==> src/rtl/axil_seq_pkg.sv <==
// Shared types and constants for the AXI-lite command sequencer.
// Widths are fixed here so the command payload struct is one packed type.
package axil_seq_pkg;

    localparam int unsigned AXI_WIDTH      = 64;
    localparam int unsigned AXI_ADDR_WIDTH = 6;
    localparam int unsigned AXI_RESP_WIDTH = 3;

    localparam logic [AXI_RESP_WIDTH-1:0] RESP_SLVERR = 3'b010;

    typedef enum logic [1:0] {
        IDLE = 2'd0,
        WR   = 2'd1,
        RD   = 2'd2,
        RSP  = 2'd3
    } state_t;

    typedef struct packed {
        logic                      we;
        logic [AXI_ADDR_WIDTH-1:0] addr;
        logic [AXI_WIDTH-1:0]      wdata;
    } cmd_t;

endpackage

==> src/rtl/axil_seq_fifo.sv <==
// Synchronous command FIFO; pointers carry an extra MSB so full and empty are distinguishable.
module axil_seq_fifo
    import axil_seq_pkg::*;
#(
    parameter int unsigned DEPTH = 4
) (
    input  logic clk,
    input  logic rst,
    input  logic push,
    input  cmd_t push_cmd,
    input  logic pop,
    output cmd_t head,
    output logic full,
    output logic empty
);

    localparam int unsigned PTR_W = $clog2(DEPTH);

    typedef logic [PTR_W:0] ptr_t;

    cmd_t mem_q [DEPTH];
    cmd_t mem_d [DEPTH];
    ptr_t wr_ptr_q, wr_ptr_d;
    ptr_t rd_ptr_q, rd_ptr_d;

    assign full  = (wr_ptr_q[PTR_W] != rd_ptr_q[PTR_W]) &&
                   (wr_ptr_q[PTR_W-1:0] == rd_ptr_q[PTR_W-1:0]);
    assign empty = (wr_ptr_q == rd_ptr_q);
    assign head  = mem_q[rd_ptr_q[PTR_W-1:0]];

    // Push is refused when full, regardless of a same-cycle pop.
    always_comb begin
        mem_d    = mem_q;
        wr_ptr_d = wr_ptr_q;
        rd_ptr_d = rd_ptr_q;
        if (push && !full) begin
            mem_d[wr_ptr_q[PTR_W-1:0]] = push_cmd;
            wr_ptr_d                   = wr_ptr_q + ptr_t'(1);
        end
        if (pop && !empty) begin
            rd_ptr_d = rd_ptr_q + ptr_t'(1);
        end
    end

    always_ff @(posedge clk) begin
        if (rst) begin
            mem_q    <= '{default: '0};
            wr_ptr_q <= '0;
            rd_ptr_q <= '0;
        end else begin
            mem_q    <= mem_d;
            wr_ptr_q <= wr_ptr_d;
            rd_ptr_q <= rd_ptr_d;
        end
    end

endmodule

==> src/rtl/axil_cmd_sequencer.sv <==
// Buffers commands and issues them one at a time to the AXI-lite master, returning one response each.
// Define AXIL_SEQ_TIMEOUT_EN to force an SLVERR completion after TIMEOUT_CYCLES without a bus response.
module axil_cmd_sequencer
    import axil_seq_pkg::*;
#(
    parameter int unsigned FIFO_DEPTH = 4
`ifdef AXIL_SEQ_TIMEOUT_EN
    , parameter int unsigned TIMEOUT_CYCLES = 64
`endif
) (
    input  logic                      clk,
    input  logic                      rst,
    input  logic                      cmd_valid,
    output logic                      cmd_ready,
    input  logic                      cmd_we,
    input  logic [AXI_ADDR_WIDTH-1:0] cmd_addr,
    input  logic [AXI_WIDTH-1:0]      cmd_wdata,
    output logic                      writeEn,
    output logic                      readEn,
    output logic [AXI_ADDR_WIDTH-1:0] wr_addr,
    output logic [AXI_ADDR_WIDTH-1:0] rd_addr,
    output logic [AXI_WIDTH-1:0]      data,
    input  logic                      bus_bvalid,
    input  logic [AXI_RESP_WIDTH-1:0] bus_bresp,
    input  logic                      bus_rvalid,
    input  logic [AXI_RESP_WIDTH-1:0] bus_rresp,
    input  logic [AXI_WIDTH-1:0]      bus_rdata,
    output logic                      rsp_valid,
    input  logic                      rsp_ready,
    output logic                      rsp_is_read,
    output logic [AXI_WIDTH-1:0]      rsp_data,
    output logic [AXI_RESP_WIDTH-1:0] rsp_resp
);

    state_t                    state_q, state_d;
    logic                      write_en_q, write_en_d;
    logic                      read_en_q, read_en_d;
    logic [AXI_ADDR_WIDTH-1:0] wr_addr_q, wr_addr_d;
    logic [AXI_ADDR_WIDTH-1:0] rd_addr_q, rd_addr_d;
    logic [AXI_WIDTH-1:0]      data_q, data_d;
    logic                      bvalid_q, rvalid_q;
    logic                      rsp_valid_q, rsp_valid_d;
    logic                      rsp_is_read_q, rsp_is_read_d;
    logic [AXI_WIDTH-1:0]      rsp_data_q, rsp_data_d;
    logic [AXI_RESP_WIDTH-1:0] rsp_resp_q, rsp_resp_d;

    cmd_t head;
    logic fifo_full, fifo_empty;
    logic pop_c, b_rise_c, r_rise_c, timeout_c;

    axil_seq_fifo #(.DEPTH(FIFO_DEPTH)) u_fifo (
        .clk      (clk),
        .rst      (rst),
        .push     (cmd_valid),
        .push_cmd ('{we: cmd_we, addr: cmd_addr, wdata: cmd_wdata}),
        .pop      (pop_c),
        .head     (head),
        .full     (fifo_full),
        .empty    (fifo_empty)
    );

    assign cmd_ready = !fifo_full;
    assign pop_c     = (state_q == IDLE) && !fifo_empty;
    // Only a fresh edge completes; a level left over from a prior command does not.
    assign b_rise_c  = bus_bvalid && !bvalid_q;
    assign r_rise_c  = bus_rvalid && !rvalid_q;

`ifdef AXIL_SEQ_TIMEOUT_EN
    localparam int unsigned CNT_W = $clog2(TIMEOUT_CYCLES + 1);

    logic [CNT_W-1:0] cnt_q, cnt_d;
    logic             busy_c;

    assign busy_c    = (state_q == WR) || (state_q == RD);
    assign timeout_c = busy_c && (cnt_q == CNT_W'(TIMEOUT_CYCLES - 1));

    always_comb begin
        cnt_d = cnt_q;
        if (pop_c) begin
            cnt_d = '0;
        end else if (busy_c && !timeout_c) begin
            cnt_d = cnt_q + CNT_W'(1);
        end
    end

    always_ff @(posedge clk) begin
        if (rst) cnt_q <= '0;
        else     cnt_q <= cnt_d;
    end
`else
    assign timeout_c = 1'b0;
`endif

    // Next-state and registered-output logic; a real bus edge takes priority over a timeout.
    always_comb begin
        state_d       = state_q;
        write_en_d    = write_en_q;
        read_en_d     = read_en_q;
        wr_addr_d     = wr_addr_q;
        rd_addr_d     = rd_addr_q;
        data_d        = data_q;
        rsp_valid_d   = rsp_valid_q;
        rsp_is_read_d = rsp_is_read_q;
        rsp_data_d    = rsp_data_q;
        rsp_resp_d    = rsp_resp_q;
        case (state_q)
            IDLE: begin
                if (pop_c) begin
                    if (head.we) begin
                        state_d    = WR;
                        write_en_d = 1'b1;
                        wr_addr_d  = head.addr;
                        data_d     = head.wdata;
                    end else begin
                        state_d   = RD;
                        read_en_d = 1'b1;
                        rd_addr_d = head.addr;
                    end
                end
            end
            WR: begin
                if (b_rise_c || timeout_c) begin
                    state_d       = RSP;
                    write_en_d    = 1'b0;
                    rsp_valid_d   = 1'b1;
                    rsp_is_read_d = 1'b0;
                    rsp_data_d    = '0;
                    rsp_resp_d    = b_rise_c ? bus_bresp : RESP_SLVERR;
                end
            end
            RD: begin
                if (r_rise_c || timeout_c) begin
                    state_d       = RSP;
                    read_en_d     = 1'b0;
                    rsp_valid_d   = 1'b1;
                    rsp_is_read_d = 1'b1;
                    rsp_data_d    = r_rise_c ? bus_rdata : '0;
                    rsp_resp_d    = r_rise_c ? bus_rresp : RESP_SLVERR;
                end
            end
            RSP: begin
                if (rsp_ready) begin
                    state_d     = IDLE;
                    rsp_valid_d = 1'b0;
                end
            end
            default: state_d = IDLE;
        endcase
    end

    always_ff @(posedge clk) begin
        if (rst) begin
            state_q       <= IDLE;
            write_en_q    <= 1'b0;
            read_en_q     <= 1'b0;
            wr_addr_q     <= '0;
            rd_addr_q     <= '0;
            data_q        <= '0;
            bvalid_q      <= 1'b0;
            rvalid_q      <= 1'b0;
            rsp_valid_q   <= 1'b0;
            rsp_is_read_q <= 1'b0;
            rsp_data_q    <= '0;
            rsp_resp_q    <= '0;
        end else begin
            state_q       <= state_d;
            write_en_q    <= write_en_d;
            read_en_q     <= read_en_d;
            wr_addr_q     <= wr_addr_d;
            rd_addr_q     <= rd_addr_d;
            data_q        <= data_d;
            bvalid_q      <= bus_bvalid;
            rvalid_q      <= bus_rvalid;
            rsp_valid_q   <= rsp_valid_d;
            rsp_is_read_q <= rsp_is_read_d;
            rsp_data_q    <= rsp_data_d;
            rsp_resp_q    <= rsp_resp_d;
        end
    end

    assign writeEn     = write_en_q;
    assign readEn      = read_en_q;
    assign wr_addr     = wr_addr_q;
    assign rd_addr     = rd_addr_q;
    assign data        = data_q;
    assign rsp_valid   = rsp_valid_q;
    assign rsp_is_read = rsp_is_read_q;
    assign rsp_data    = rsp_data_q;
    assign rsp_resp    = rsp_resp_q;

endmodule

==> config.mk <==
export PLATFORM = sky130hd
export DESIGN_NAME = axil_cmd_sequencer
export DESIGN_NICKNAME = d
export VERILOG_FILES = /design/src/rtl/axil_seq_pkg.sv /design/src/rtl/axil_seq_fifo.sv /design/src/rtl/axil_cmd_sequencer.sv
export SDC_FILE = /design/constraint.sdc
export NUM_CORES = 1
export LEC_CHECK = 0
export CAP_MARGIN = 15
export CORE_MARGIN = 10
export CORE_UTILIZATION = 35
export CTS_CLUSTER_DIAMETER = 150
export DETAILED_ROUTE_END_ITERATION = 8
export HOLD_SLACK_MARGIN = 0.08
export SYNTH_ARGS = -nofsm -noshare
export SYNTH_HDL_FRONTEND = slang
export SYNTH_SLANG_ARGS = --single-unit
==> constraint.sdc <==
create_clock -name clk -period 5.7 [get_ports clk]
set_clock_uncertainty 0.05 [all_clocks]
set_input_delay 0.57 -clock clk [delete_from_list [all_inputs] [get_ports clk]]
set_output_delay 0.57 -clock clk [all_outputs]
set_load 0.02 [all_outputs]
==> results.json <==
{
  "status": "finished, final reports clean",
  "antenna_found_initial": 3,
  "slew_viol_final": 0,
  "ir_worst_vdd_uv": 198.5,
  "dp.cells": 2844,
  "synth.top_cells.by_count": "776 x nand2_1, 441 x dfxtp_1, 422 x a21oi_1",
  "gr-usage-all-layers": 0.1765,
  "path_clk_slew_ns": 0.06,
  "max_cap_viol_count": 0,
  "cts_resized": 0,
  "cts_buffers": 48,
  "grt_pass1_wl_um": 84080,
  "post-route-util": 0.4525,
  "synth_top_area_frac": 0.5070,
  "finalInstanceArea_um2": 22190,
  "hp-class": "register to register",
  "ctsLongestPathBuffers": 3,
  "ys_ff_latch": 441,
  "slew_headroom": 0.2223,
  "netlist_instances": 2036,
  "yosys.area.top_type": "dfxtp_1",
  "required_ns": 6.15,
  "syn_area_per_cell_um2": 8.552,
  "start_util": 0.3550,
  "clk_latency_ns": 0.58,
  "ys.flop_type": "dfxtp_1",
  "ctsHoldBuffers": 0,
  "ant_nets": 0,
  "coreArea_um2": 49050,
  "clock-sinks": 441,
  "async_reset_ff_frac": 0,
  "final-seq-area_um2": 8836,
  "cts_root_buf": "clkbuf_16",
  "io_buffers": 294,
  "h-tree-depth": 2,
  "synthTopCellsByArea": "dfxtp_1 51%, nand2_1 17%, a21oi_1 12%",
  "yosysWarnings": 0,
  "synth_edf_count": 0,
  "fin_crit_sh": 0.6008,
  "tns_ns": 0,
  "fin_cells": 2929,
  "dr.first_iter.drc_count": 853,
  "layout-drive-gt1-share": 0.07686,
  "grt.overflow.total": 0,
  "grt_max_degree": 217,
  "netlist_area_um2": 17410,
  "place_area_um2": 20650,
  "die_area_um2": 59070,
  "yosysSeqAreaShare": 0.5070,
  "multi_input_area_um2": 7853,
  "nets": 2387,
  "grt_pass1_vias": 14402,
  "routed_wl_um": 54600,
  "worst_setup_path_end_kind": "register",
  "dieWidth_um": 243.0,
  "leakagePower_nw": 7.267,
  "ios": 295,
  "via_count": 14804,
  "critPathMaxFanout": 52,
  "worstMarginPinSlew_ns": 1.166,
  "rsz0062_at_grt": "false",
  "post_drt_wl_per_cell_um": 18.64,
  "start_kind": "register",
  "firstDrtPassIters": 5,
  "routed_via_density": 5.054,
  "finalCriticalPeriod_ns": 3.425,
  "num_rows": 81,
  "nFillCells": 4821,
  "power_density_nw_per_um2": 363.3,
  "critPathKind": "register to register",
  "drc": 0,
  "hold_violations": 0,
  "dp_hpwl_um": 33470,
  "ys_types": 39,
  "fmax_ghz": 0.2920,
  "synth_most_common_cell": "nand2_1",
  "setup_viol": 0,
  "cts_tree": "done",
  "holdWs_ns": 0.3981,
  "post_cts_buffers": 0,
  "synthesis.nets": 2192,
  "syn_to_final_growth_pct": 27.46,
  "gp_congestion": 0.7574,
  "die_h_um": 243.0,
  "cp.arrival_ns": 3.88
}
-- state kept, by name (all words and copies together), names as in the netlist --
| name | count |
|---|---|
| rvalid_q | 1 |
| u_fifo.mem_q | 284 |
| rsp_is_read | 1 |
| wr_addr | 6 |
| data | 64 |
| bvalid_q | 1 |
| rsp_resp | 3 |
| rsp_data | 64 |
| writeEn | 1 |
| u_fifo.wr_ptr_q | 3 |
| state_q | 2 |
| rsp_valid | 1 |
| rd_addr | 6 |
| readEn | 1 |
| u_fifo.rd_ptr_q | 3 |
-- cell type report --
class	count	share of cell area
sequential	441	0.3981
multi-input combinational	1420	0.3538
timing repair buffer	312	0.1402
clock buffer	76	0.06613
tap	664	0.03743
clock inverter	7	0.002819
inverter	8	0.001353
antenna	1	0.0001128
-- metrics by stage --
stage / power, W / setup WS [ns]
floorplan: 0.004519 / 3.729
global placement: 0.005063 / 2.332
detailed placement: 0.005102 / 2.300
CTS: 0.008151 / 2.280
global route: 0.008415 / 2.072
finish: 0.008062 / 2.275
-- worst paths after layout --
kind / from / to / slack [ns] / depth (start not counted)
max: u_fifo.rd_ptr_q[1] / data[24] / 2.28 / 6
min: rsp_data[1] / rsp_data[1] / 0.40 / 2
max reg2reg: u_fifo.rd_ptr_q[1] / data[24] / 2.28 / 6
min reg2reg: rsp_data[1] / rsp_data[1] / 0.40 / 2
-- where the power goes --
part	leakage, nW	internal [W]	switching, W
combinational	2.94	0.000630	0.000969
sequential	3.57	0.00326	0.000165
clock	0.754	0.00180	0.00124
-- layout by cell type, fill, tap and decap left out, types with 8 or more instances in the layout --
master           netlist  layout
nand2_1              776     776
dfxtp_1              441     439
a21oi_1              422     422
nor2_1                16      16
clkdlybuf4s50_1        0     293
mux4_2                66      66
clkbuf_16              0      49
ha_1                   9       8
inv_1                  8       8
nand3_1               65      65
buf_4                  0      15
clkbuf_8               5      14
clkbuf_1              98      13
mux2i_1               13      13
-- critical path, stage by stage, from the launching register on --
cell,delay [ns]
dfxtp_4,0.75
buf_4,0.66
mux4_2,0.53
o311ai_4,0.29
buf_4,0.65
nand2_1,0.13
a21oi_1,0.16
-- kinds of logic (layout without fill, tap and decap cells) --
kind of cell | count (synthesis) | after routing | share of synthesized area
and+or+nand+nor | 867 | 867 | 0.1932
AOI/OAI and AO/OA | 450 | 450 | 0.1409
DFF | 441 | 441 | 0.5070
buffers and inverters | 175 | 403 | 0.04692
muxes | 84 | 84 | 0.1004
xor gates and xnor gates | 10 | 10 | 0.005030
adders and majority gates | 9 | 9 | 0.006467
other | 0 | 1 | 0
-- layer usage --
layer,up-vias,part of all wire,GRT usage
li1,7203,-,-
met1,7075,0.44,0.2249
met2,445,0.48,0.2993
met3,77,0.057,0.03295
met4,4,0.021,0.04999
met5,-,0.00042,0
(Power assumes the default switching activity.)
